===== config.mk =====
export PLATFORM = sky130hd
export DESIGN_NAME = bus_c_writeback_flat
export DESIGN_NICKNAME = d
export VERILOG_FILES = /design/src/rtl/bus_c_writeback_if.sv /design/src/rtl/bus_c_writeback.sv /design/src/flat_wrapper.sv
export SDC_FILE = /design/constraint.sdc
export NUM_CORES = 1
export LEC_CHECK = 0
export ABC_AREA = 0
export CAP_MARGIN = 10
export CORE_ASPECT_RATIO = 0.7
export CORE_UTILIZATION = 52
export DETAILED_ROUTE_END_ITERATION = 8
export GPL_TIMING_DRIVEN = 0
export PLACE_DENSITY_LB_ADDON = 0.08
export SLEW_MARGIN = 20
export SYNTH_ARGS = -nofsm -noshare
export SYNTH_HDL_FRONTEND = slang
export SYNTH_SLANG_ARGS = --single-unit

===== constraint.sdc =====
create_clock -name clk -period 2 [get_ports clk]
set_input_delay 0.4 -clock clk [delete_from_list [all_inputs] [get_ports clk]]
set_output_delay 0.4 -clock clk [all_outputs]
set_load 0.005 [all_outputs]

===== src/rtl/bus_c_writeback_if.sv =====
// Bus C producer-to-writeback handshake.
//   wb_valid : producer presents a write this cycle
//   wb_ready : writeback buffer can take a write (depends only on registered state)
//   wb_data  : 8-bit write data
//   wb_dest  : destination register index (don't-care when MC = 1)
//   MC       : destination select, 0 = register file, 1 = program counter
// Handshake: a write transfers on a rising edge where wb_valid && wb_ready are
// both high; the producer keeps data/dest/MC stable while wb_valid is high and
// wb_ready is low, and wb_ready never depends on wb_valid.
interface bus_c_writeback_if;
  logic       wb_valid;
  logic       wb_ready;
  logic [7:0] wb_data;
  logic [2:0] wb_dest;
  logic       MC;

  modport master (output wb_valid, output wb_data, output wb_dest, output MC,
                  input  wb_ready);
  modport slave  (input  wb_valid, input  wb_data, input  wb_dest, input  MC,
                  output wb_ready);
endinterface


===== src/rtl/bus_c_writeback.sv =====
// Write-back end of the datapath: accepts results from bus C into a 2-entry
// write buffer and commits them in order into an 8x8 register file or the PC.
// Also supplies the bus-A register operand (bypassed from the buffer) and pc+1.
// Ports:
//   clk, rst_n      : clock, synchronous active-low reset
//   bus (slave)     : bus C write handshake (wb_valid/wb_ready/wb_data/wb_dest/MC)
//   wb_hold         : 1 = suppress commit this cycle (accept still allowed)
//   pc_inc          : advance PC by one (a PC load commit takes priority)
//   reg_a_addr      : bus-A register read address
//   reg_a_data      : bus-A read data, newest buffered value wins
//   pc, pc_1        : current PC and PC + 1 (mod 256)
//   commit_cnt      : saturating count of committed writes
module bus_c_writeback #(
  parameter int DEPTH = 2
) (
  input  logic                    clk,
  input  logic                    rst_n,
  bus_c_writeback_if.slave        bus,
  input  logic                    wb_hold,
  input  logic                    pc_inc,
  input  logic [2:0]              reg_a_addr,
  output logic [7:0]              reg_a_data,
  output logic [7:0]              pc,
  output logic [7:0]              pc_1,
  output logic [7:0]              commit_cnt
);

  logic [7:0] regs_q     [8];
  logic [7:0] buf_data_q [2];
  logic [2:0] buf_dest_q [2];
  logic       buf_mc_q   [2];

  logic       head_q, head_d;
  logic       tail_q, tail_d;
  logic [1:0] count_q, count_d;
  logic [7:0] pc_q, pc_d;
  logic [7:0] cnt_q, cnt_d;

  logic       accept;
  logic       commit;
  logic       young;

  // Ready comes from the registered count only, so there is no input-to-ready path.
  assign bus.wb_ready = (count_q != 2'(DEPTH));

  assign pc         = pc_q;
  assign pc_1       = pc_q + 8'd1;
  assign commit_cnt = cnt_q;

  always_comb begin
    accept  = bus.wb_valid && bus.wb_ready;
    // An entry accepted this edge is not yet in the buffer, so it cannot commit
    // until the next edge at the earliest.
    commit  = (count_q != 2'd0) && !wb_hold;

    count_d = count_q;
    case ({accept, commit})
      2'b10:   count_d = count_q + 2'd1;
      2'b01:   count_d = count_q - 2'd1;
      default: count_d = count_q;
    endcase

    head_d = commit ? ~head_q : head_q;
    tail_d = accept ? ~tail_q : tail_q;

    // A PC load from the buffer beats the increment on the same edge.
    pc_d = pc_q;
    if (commit && buf_mc_q[head_q]) begin
      pc_d = buf_data_q[head_q];
    end else if (pc_inc) begin
      pc_d = pc_q + 8'd1;
    end

    cnt_d = cnt_q;
    if (commit && (cnt_q != 8'hFF)) begin
      cnt_d = cnt_q + 8'd1;
    end
  end

  // Read bypass. The most recently written slot is the one just behind the
  // tail; it is valid whenever the buffer is non-empty. The head slot is a
  // distinct, older entry only when the buffer is full.
  always_comb begin
    young      = ~tail_q;
    reg_a_data = regs_q[reg_a_addr];
    if ((count_q != 2'd0) && !buf_mc_q[young] && (buf_dest_q[young] == reg_a_addr)) begin
      reg_a_data = buf_data_q[young];
    end else if ((count_q == 2'd2) && !buf_mc_q[head_q] &&
                 (buf_dest_q[head_q] == reg_a_addr)) begin
      reg_a_data = buf_data_q[head_q];
    end
  end

  always_ff @(posedge clk) begin
    if (!rst_n) begin
      for (int i = 0; i < 8; i++) begin
        regs_q[i] <= 8'h00;
      end
      for (int j = 0; j < 2; j++) begin
        buf_data_q[j] <= 8'h00;
        buf_dest_q[j] <= 3'd0;
        buf_mc_q[j]   <= 1'b0;
      end
      head_q  <= 1'b0;
      tail_q  <= 1'b0;
      count_q <= 2'd0;
      pc_q    <= 8'h00;
      cnt_q   <= 8'h00;
    end else begin
      head_q  <= head_d;
      tail_q  <= tail_d;
      count_q <= count_d;
      pc_q    <= pc_d;
      cnt_q   <= cnt_d;
      if (accept) begin
        buf_data_q[tail_q] <= bus.wb_data;
        buf_dest_q[tail_q] <= bus.wb_dest;
        buf_mc_q[tail_q]   <= bus.MC;
      end
      if (commit && !buf_mc_q[head_q]) begin
        regs_q[buf_dest_q[head_q]] <= buf_data_q[head_q];
      end
    end
  end

endmodule


===== src/flat_wrapper.sv =====
// flat-port wrapper written by rule: the top's interface ports become plain ports
module bus_c_writeback_flat 
#(
  parameter int DEPTH = 2
)
  (clk, rst_n, wb_hold, pc_inc, reg_a_addr, reg_a_data, pc, pc_1, commit_cnt, bus_wb_valid, bus_wb_data, bus_wb_dest, bus_MC, bus_wb_ready);
  bus_c_writeback_if bus_i ();
  input  logic clk;
  input  logic rst_n;
  input  logic wb_hold;
  input  logic pc_inc;
  input  logic [2:0] reg_a_addr;
  output logic [7:0] reg_a_data;
  output logic [7:0] pc;
  output logic [7:0] pc_1;
  output logic [7:0] commit_cnt;
  input wire logic [$bits(bus_i.wb_valid)-1:0] bus_wb_valid;
  input wire logic [$bits(bus_i.wb_data)-1:0] bus_wb_data;
  input wire logic [$bits(bus_i.wb_dest)-1:0] bus_wb_dest;
  input wire logic [$bits(bus_i.MC)-1:0] bus_MC;
  output wire logic [$bits(bus_i.wb_ready)-1:0] bus_wb_ready;
  assign bus_i.wb_valid = bus_wb_valid;
  assign bus_i.wb_data = bus_wb_data;
  assign bus_i.wb_dest = bus_wb_dest;
  assign bus_i.MC = bus_MC;
  assign bus_wb_ready = bus_i.wb_ready;
  bus_c_writeback #(.DEPTH(DEPTH)) u_core (.clk(clk), .rst_n(rst_n), .bus(bus_i), .wb_hold(wb_hold), .pc_inc(pc_inc), .reg_a_addr(reg_a_addr), .reg_a_data(reg_a_data), .pc(pc), .pc_1(pc_1), .commit_cnt(commit_cnt));
endmodule

==> results.md <==
- Max rail drop VDD: 0.5605 mV
- Via count of the first global-routing pass: 3737
- Clock tree from TritonCTS: done
- Placed cell count: 599
- Cell Chain, Critical Path: buf_12 -> buf_4 -> buf_4 -> mux2i_4 -> mux2_4 -> mux2i_1 -> buf_2
- Top cell type's share of synthesized area: 48.28%
- Post-synth EDFFs: 86
- Cell with the most instances after synthesis: sky130_fd_sc_hd__edfxtp_1
- Required time at the endpoint of the critical path: 1.60 ns
- Mean cell area of the mapped netlist: 12.71 um^2
- Yosys warnings: 0
- Status: finished, violations left
- Actual transition at the worst max-transition pin: 1.105 ns
- Largest area contributor in the netlist: sky130_fd_sc_hd__edfxtp_1
- Mapped cell area: 5349 um^2
- 1st-pass router iterations: 5
- Cell depth of the worst setup path: 7
- Final HPWL from detailed placement: 8.575 mm
- Number of nets in the final layout: 549
- Die height: 86.86 um
- Final clock period utilization by the worst path: 139.4%
- Pins Over Slew Limit: 0
- Aggregate routed wire length: 14.57 mm
- Proportion of register bits with asynchronous set or reset after synthesis: 0%
- Clock latency of the later-clocked register in the worst-skew pair: 0.36 ns
- Shortest period the worst path allows: 2.788 ns
- WHS: 0.5133 ns
- Switching power summed over all nets: 2357 uW
- Placer congestion estimate: 0.7938
- Via density: 5.871
- Antenna Nets Post-Route: 0
- Static power due to leakage: 0.002743 uW
- Initial antenna violation count: 0
- Max stage delay cell, worst path: sky130_fd_sc_hd__mux2i_4
- X dimension of the die: 123.2 um
- Fraction of power consumed by sequential logic: 41.5%
- Worst hold path type: register to register
- Net count of the mapped netlist: 444
- Number of buffers created by CTS: 9
- Layout Cells excl Fill: 659
- I/O pin count: 53
- Via count: 3869
- Worst Setup Slack post-DPL: -0.9685 ns
- Power Internal: 4584 uW
- Number of instances in the synthesized netlist: 421
- Pin count of the biggest net entering global routing: 19
- Hold path cells: 2
- Buffers & Inverters on Critical Path: 4
- Violations in the final reports: negative setup slack
- Number of antenna repair diodes: 0
- Leftover overflow at the end of global routing: 0
- Starting density of the core: 54.39%
- Area contributors post-synth: sky130_fd_sc_hd__edfxtp_1, sky130_fd_sc_hd__dfxtp_1, sky130_fd_sc_hd__mux2i_1
- Fraction of the yosys area taken by sequential cells: 56.89%
- First-pass GRT wire length: 20.29 mm
- Final setup skew: 0.004089 ns
- Buffer cell driving the clock tree root: sky130_fd_sc_hd__clkbuf_16
- Count of maximum capacitance violations: 0
- Hold endpoint: u_core.buf_mc_q[1]$_DFF_P_
- Count of different cell masters after synthesis: 46
- Arrival @ worst endpoint: 2.39 ns
- Switching share of total power: 33.95%
- Reg clk slew, reported paths: 0.07 ns
- Buffer depth of the longest clock path: 2
- Reg2Reg Setup Slack: -0.27 ns
- Crit-path max FO: 10
- First-iteration detailed-routing DRC count: 298
- Crit path setup slack, layout: -0.7882 ns
- Startpoint type of the worst setup path: register
- Headroom to the max-slew limit: 24.89%
- Setup CP Type: register to output pin
- CORE AREA: 9834 um^2
- Share of cells above drive strength 1: 36.16%
- Overall power after layout: 6941 uW
- Kind of cell with the highest combined delay on the critical path: multiplexers
- RSZ-0062 raised after global routing: true
- Reg-to-reg critical path endpoint: u_core.regs_q[2][7]$_SDFFCE_PN0P_
- Maximum cell stage delay along the critical path: 0.66 ns
- Hold Fails Final Rpt: 0
- I/O Buffers: 48
- Number of setup violations in the final report: 134
- Critical path endpoint category: output pin
- CTS H-tree lvls: 3
- Critical Path Most Common Cell: sky130_fd_sc_hd__buf_4
- Comb pwr share: 34.2%
- Max Freq: 358.7 MHz
- Power density over the cells: 936.8 nW/um^2
- Overall fraction of global-route tracks in use: 26.55%
- Number of cells traversed by the worst register-to-register path: 8
- Overall die area: 10700 um^2
- Worst hold path startpoint: u_core.buf_mc_q[1]$_DFF_P_
- Quantity of hold-fixing buffers added after cts: 0
- Most common library cells after synthesis: sky130_fd_sc_hd__edfxtp_1, sky130_fd_sc_hd__nor2_1, sky130_fd_sc_hd__mux2i_1, sky130_fd_sc_hd__and2_1, sky130_fd_sc_hd__dfxtp_1
- Number of cell rows: 30
- Seq cells post-synth: 109
- Count of clock tree sinks: 109
- Post-route DRC: 0
- Average wire per cell in the routed design: 22.11 um
- Top flip-flop cell by instance count after synthesis: sky130_fd_sc_hd__edfxtp_1
- Clock network fraction of total power: 24.3%
- Utilization after layout: 75.34%
- P&R area growth vs syn: 38.53%
==> worst max path at each step <==
stage / end / slack (ns)
final: reg_a_data[3] / -0.79
after global placement: reg_a_data[4] / -0.92
after detailed placement: reg_a_data[4] / -0.97
after global routing: reg_a_data[3] / -0.84
after floorplan: reg_a_data[0] / -0.01
after CTS: reg_a_data[7] / -0.71
==> power by group through the flow <==
stage	Clock [uW]	Sequential, uW	Combinational (uW)
CTS	1690	2870	1920
finish	1690	2880	2370
detailed placement	0	2890	1640
global route	1790	2910	2500
floorplan	0	2850	1050
global placement	0	2880	1590
==> flip-flops by register name (all words and copies together) (netlist names), named ones only <==
signal / cells
u_core.buf_mc_q: 2
u_core.pc: 8
u_core.commit_cnt: 8
u_core.buf_data_q: 16
u_core.tail_q: 1
u_core.count_q: 2
u_core.regs_q: 64
u_core.buf_dest_q: 6
u_core.head_q: 1
==> kinds of logic after synthesis <==
| kind of cell | count (synthesis) | synth area share [%] |
|---|---|---|
| AOI/OAI and AO/OA | 25 | 3.369 |
| xor gates and xnor gates | 28 | 4.725 |
| adders and majority gates | 3 | 0.7018 |
| buffers and inverters | 27 | 2.830 |
| DFF | 109 | 56.89 |
| muxes | 66 | 16.89 |
| and+or+nand+nor | 163 | 14.60 |
==> cell type report <==
class,count,area [um^2]
flip-flops and latches,109,3069
multi-input cells,285,2791
fillers,628,2425
repair buffers,94,930.9
clock buffers,9,225.2
well taps,128,160.2
plain buffers,19,155.1
clock inverters,7,47.55
inverters,8,30.03
==> layout by cell type (no fill, tap or decap), drive strengths merged, types with 3 or more instances in the layout <==
cell / count
nor2: 87
edfxtp: 86
buf: 64
mux2i: 41
clkdlybuf4s50: 35
nand2: 29
and2: 23
dfxtp: 23
clkbuf: 19
mux4: 16
xnor2: 14
xor2: 14
inv: 10
mux2: 9
a211oi: 8
o21ai: 6
nand4: 5
dlygate4sd2: 4
and3: 4
o32ai: 4
clkinvlp: 3
nor3: 3
nand3: 3
ha: 3
==> per-layer routing <==
metal  track usage [%]  vias up  share of wire [%]
li1                  -     1738                  -
met1             37.63     1933                 44
met2             40.12      179                 47
met3             7.657       19                7.8
met4             7.338        0                1.4
met5                 0        -                  0
==> worst reg2reg max path, stage by stage (launching register included) <==
cell	delay, ns
sky130_fd_sc_hd__dfxtp_2	0.35
sky130_fd_sc_hd__buf_12	0.13
sky130_fd_sc_hd__mux2_4	0.33
sky130_fd_sc_hd__buf_6	0.13
sky130_fd_sc_hd__or3b_4	0.41
sky130_fd_sc_hd__nor2_4	0.20
sky130_fd_sc_hd__buf_6	0.17
sky130_fd_sc_hd__nand2_8	0.12
sky130_fd_sc_hd__nand2_8	0.15
==> repair_timing <==
action,in CTS,in global routing
endpoints found under the setup margin,110,138
gates resized for setup,118,85
setup buffers,18,26
pin swaps,8,17
==> stage by stage <==
stage | area, um^2 | setup TNS (ns)
floorplan | 5386 | -0.1043
global placement | 6027 | -79.16
detailed placement | 6046 | -73.80
CTS | 6764 | -12.13
global route | 7410 | -34.76
finish | 7410 | -28.12
Power figures use the tool's default switching activity.
==> RTL change 1: new RTL, config.mk and constraints unchanged <==
Reset style: asynchronous (`rst_n`), changed in one clocked block. Comments in the files are not updated.
--- a/src/rtl/bus_c_writeback.sv
+++ b/src/rtl/bus_c_writeback.sv
@@ -93,3 +93,3 @@
 
-  always_ff @(posedge clk) begin
+  always_ff @(posedge clk or negedge rst_n) begin
     if (!rst_n) begin
Formal check against the unedited RTL: differs if rst_n is asserted again (counterexample within 4 cycles, from zero or initial values and one cycle with rst_n low); with rst_n held inactive, the same outputs for 4 cycles.
==> RTL change 1 against the original RTL <==
The flow still finishes with violations (negative setup slack). Register-to-register slack gained 0.21 ns. Clock skew grew 0.0041 ns. Sequential cell count shrank 1. Cell area shrank 7.9%. Count of clock-buffer cells in the layout is the same. Worst setup slack gained 0.12 ns. Synthesized area shrank 0.98%. First-iteration DRC count shrank 8.7%. Routed wire length shrank 10%.
Power is not compared: it rests on default switching activity, and its combinational part moved more than twofold at a synthesized area within 25%.
==> RTL change 1: results (changes against the original RTL) <==
Timing
  • Finish-stage setup viols: 29 (-78%)
  • Final setup TNS: -5.64 ns (+22.48 ns)
  • PnR worst setup slack: -0.667 ns (+0.121 ns)
  • Post-Route Skew: 0.00819 ns (+0.00410 ns)
  • Max_slew headroom: 63.4% (+38 points)

Synthesis
  • Post-synthesis xor/xnor area fraction: 5.13% (+0.40 points)
  • Synth Area in Compound Gates: 7.82% (+4.5 points)
  • Cell variety after synth: 36 (-22%)
  • Register area share after synthesis: 51.0% (-5.9 points)
  • Syn nets: 475 (+7.0%)
  • Cell count after synthesis: 452 (+7.4%)
  • Seq cells post-synth: 108 (-0.92%)
  • Synth Area in Adders: 0.709% (+0.0070 points)
  • Async SR Flop Fraction: 100% (+100 points)
  • Largest cells by area after synthesis: dfrtp_1 51%, mux2i_1 7.9%, mux2_2 7.0%, mux4_2 6.8%, a21oi_1 5.0%
  • Mux contribution to synthesized area: 22.2% (+5.3 points)

Global routing
  • Global Route met1 Usage: 37.8% (+0.21 points)
  • Met2 Use GR: 39.1% (-1.0 points)
  • First-pass GRT wire length: 20.2 mm (-0.40%)
  • Total Routing Usage GR: 26.1% (-0.45 points)
  • Vias in the first global route: 3,801 (+1.7%)
  • Largest net degree at the start of global routing: 60 (+41)
  • GR Util met3: 6.32% (-1.3 points)

Clock tree
  • Worst-Skew Late Latency: 0.35 ns
  • Post-CTS setup repair buffer count: 17 (-1)
  • CTS resizes: 87 (-26%)

Final layout
  • Ratio of cells with drive above 1 in the final layout: 31.9% (-4.3 points)
  • Fraction of area in multi-input gates: 39.1% (+1.5 points)
  • Register area: 2700 sq um (-12%)
  • Non-Clock Buffer Area Fraction: 14.5% (-0.20 points)
  • Clock buf/inv share: 4.20% (+0.52 points)
  • # fillers: 694 (+11%)
  • Footprint of the multi-input gates: 2670 sq um (-4.3%)
  • Nets: 570 (+3.8%)
  • Comb_multi_in: 318 (+12%)
  • Non-Clock Buffer Count: 106 (-6.2%)
  • Non-clock inverter count in the final layout: 4 (-4)

Placement
  • RePlAce Congestion: 0.817 (+2.9%)
  • Final HPWL DP: 8.37 mm (-2.4%)
  • Dpl cells: 629 (+5.0%)
  • Place WS: -1.08 ns (-0.114 ns)
  • Post-DP Area: 5980 sq um (-1.0%)
  • PortBufs: 48 (unchanged)

Setup path
  • CP peak stage delay: 0.38 ns (-0.28 ns)
  • Worst-path fanout max: 7 (-3)
  • Slowest stage cell, crit path: dfrtp_1

Detailed routing
  • TritonRoute pass-1 iters: 4 (-1)
  • Met2 routed WL: 5.98 mm (-13%)
  • Top Metal Used: met4
  • Drt initial violations: 272 (-8.7%)
  • Met3 WL post-DR: 1.05 mm (-7.4%)
  • WL final: 13.1 mm (-10%)
  • DR vias: 3,890 (+0.54%)
  • Vias per cell: 5.72 (-2.6%)
  • Routed metal-1 wire length: 5.80 mm (-9.1%)

Status
  • Run status: complete, but fails checks
  • Failing checks: negative setup slack

Power
  • Clock power share: 14.4%

Min path
  • Hold WC Path Type: in2async
==> RTL change 1: cell types whose count changed in the layout (fill, tap and decap cells not counted), moves of 12 or more <==
cell      delta
dfrtp_1    +107
nand2_1     +14
mux2_2      +33
a21oi_1     +51
and2_1      -23
nand2_8     -16
edfxtp_1    -86
nor2_2      -18
nor2_4      -12
dfxtp_1     -14
==> RTL change 1: worst paths after layout <==
| path | end | start | slack (ns) | cells after the start |
|---|---|---|---|---|
| setup / recovery | reg_a_data[2] | u_core.head_q | -0.67 | 8 |
| min in group clk | u_core.regs_q[59] | u_core.regs_q[59] | 0.48 | 2 |
| hold / removal | u_core.commit_cnt[3] | rst_n | 0.003 | 1 |
| max in group asynchronous | u_core.regs_q[32] | rst_n | 1.35 | 2 |
| hold reg to reg | u_core.regs_q[59] | u_core.regs_q[59] | 0.48 | 2 |
| setup reg to reg | u_core.regs_q[38] | u_core.head_q | -0.06 | 9 |
==> RTL change 2: new RTL, same settings <==
Without the edit above. Register the output `commit_cnt` once more, without a reset; this adds one clock of latency there. The other outputs are not delayed to match.
--- a/src/rtl/bus_c_writeback.sv
+++ b/src/rtl/bus_c_writeback.sv
@@ -47,3 +47,5 @@
   assign pc_1       = pc_q + 8'd1;
-  assign commit_cnt = cnt_q;
+  always_ff @(posedge clk) begin
+    commit_cnt <= cnt_q;
+  end
 
Formal check against the unedited RTL: not equivalent (Yosys sat finds a counterexample within 4 cycles, from zero or initial values and one cycle with rst_n low).
==> RTL change 2 against the original RTL <==
The flow still finishes with violations (negative setup slack). Routed wire length down 7.0%. Utilization down 2.0 points. Non-clock buffer count down 25. Power up 18%. Cell area down 1.9%. Combinational power down 14%. Synthesized cell count up 1.7%. Sequential cell count up 8. Via count down 1.8%. Synthesized area up 1.4%. Worst setup slack worse by 0.012 ns. Cell count unchanged.
==> RTL change 2: results (changes against the original RTL) <==
Placement
  • Post-DP Area: 6110 sq um (+0.99%)
  • Place WS: -0.949 ns (+0.0195 ns)
  • Dpl cells: 606 (+1.2%)
  • Final HPWL DP: 8.81 mm (+2.8%)

Status
  • Run status: complete, but fails checks
  • Failing checks: negative setup slack

Power
  • Peak supply drop: 0.727 mV (+30%)
  • Internal power: 5.75 mW (+26%)
  • Lkg Pwr: 2.81 nW (+2.3%)
  • P_comb: 2.03 mW (-14%)
  • Sw frac: 29.9% (-4.1 points)

Final layout
  • Nets: 541 (-1.5%)

Setup path
  • Crit-path most repeated cell: mux2i_2
  • CP peak stage delay: 0.49 ns (-0.17 ns)
  • Worst-path fanout max: 5 (-5)
  • Slowest stage cell, crit path: edfxtp_1

Global routing
  • Total Routing Usage GR: 26.6% (about the same)
  • First-pass GRT wire length: 20.1 mm (-0.99%)

Timing
  • PnR worst setup slack: -0.801 ns (-0.0124 ns)
  • Post-Route Skew: 0.0107 ns (+0.00665 ns)
  • Finish-stage setup viols: 66 (-51%)

Detailed routing
  • WL final: 13.6 mm (-7.0%)
  • WL per Instance: 20.6 microns (-7.0%)

Synthesis
  • Largest cells by area after synthesis: edfxtp_1 48%, dfxtp_1 11%, mux2i_1 7.6%, mux4_2 6.6%, nor2_1 6.0%
  • Most common library cells after synthesis: 87 x nor2_1, 86 x edfxtp_1, 41 x mux2i_1
  • Cell variety after synth: 37 (-20%)
  • Register area share after synthesis: 59.1% (+2.2 points)
  • Syn nets: 451 (+1.6%)

Clock tree
  • Cts bufs inserted: 17 (+8)
RTL change 2: cell types whose count changed after synthesis, sizes merged, moves of 2 or more:
| cell | unedited run | this run |
|---|---|---|
| clkbuf | 10 | 8 |
| dfxtp | 23 | 31 |
| xnor2 | 14 | 12 |
| xor2 | 14 | 16 |
RTL change 2: worst paths after layout:
path | from | to | slack [ns] | cells after the start
max | u_core.buf_dest_q[1][2] | reg_a_data[7] | -0.80 | 7
min | u_core.cnt_q[5] | u_core.commit_cnt[5] | 0.37 | 0
max reg2reg | register | u_core.regs_q[2][5] | -0.39 | 7
min reg2reg | u_core.cnt_q[5] | u_core.commit_cnt[5] | 0.37 | 0
RTL change 2: layout make-up:
cell class | instances | area, sq um
Clock inverter | 15 | 181
Buffer | 17 | 121
Timing Repair Buffer | 71 | 629
Inverter | 9 | 33.8
Clock buffer | 17 | 425
Multi-Input combinational cell | 285 | 2490
Sequential cell | 117 | 3220
Tap cell | 128 | 160
Fill cell | 682 | 2640
RTL change 2: routing by layer:
layer	vias up	share of wire [%]	global-route usage, %
li1	1726	-	-
met1	1911	45	37.0
met2	142	46	40.3
met3	21	7.6	7.66
met4	0	1.6	8.12
met5	-	0	0
RTL change 2: cell families after synthesis:
family | share of synthesized area (%)
and+or+nand+nor | 13.6
AOI/OAI and AO/OA | 3.21
adders and majority gates | 0.692
muxes | 16.3
DFF | 59.1
buffers and inverters | 2.63
xor gates and xnor gates | 4.52
RTL change 2: timing repair:
item / in CTS / in global routing
endpoints found under the setup margin: 106 / 94
hold buffers: 0 / 0
resized for setup: 127 / 23
pin swaps: 2 / 10
buffers inserted: 12 / 9
hold endpoints to repair: 0 / 0
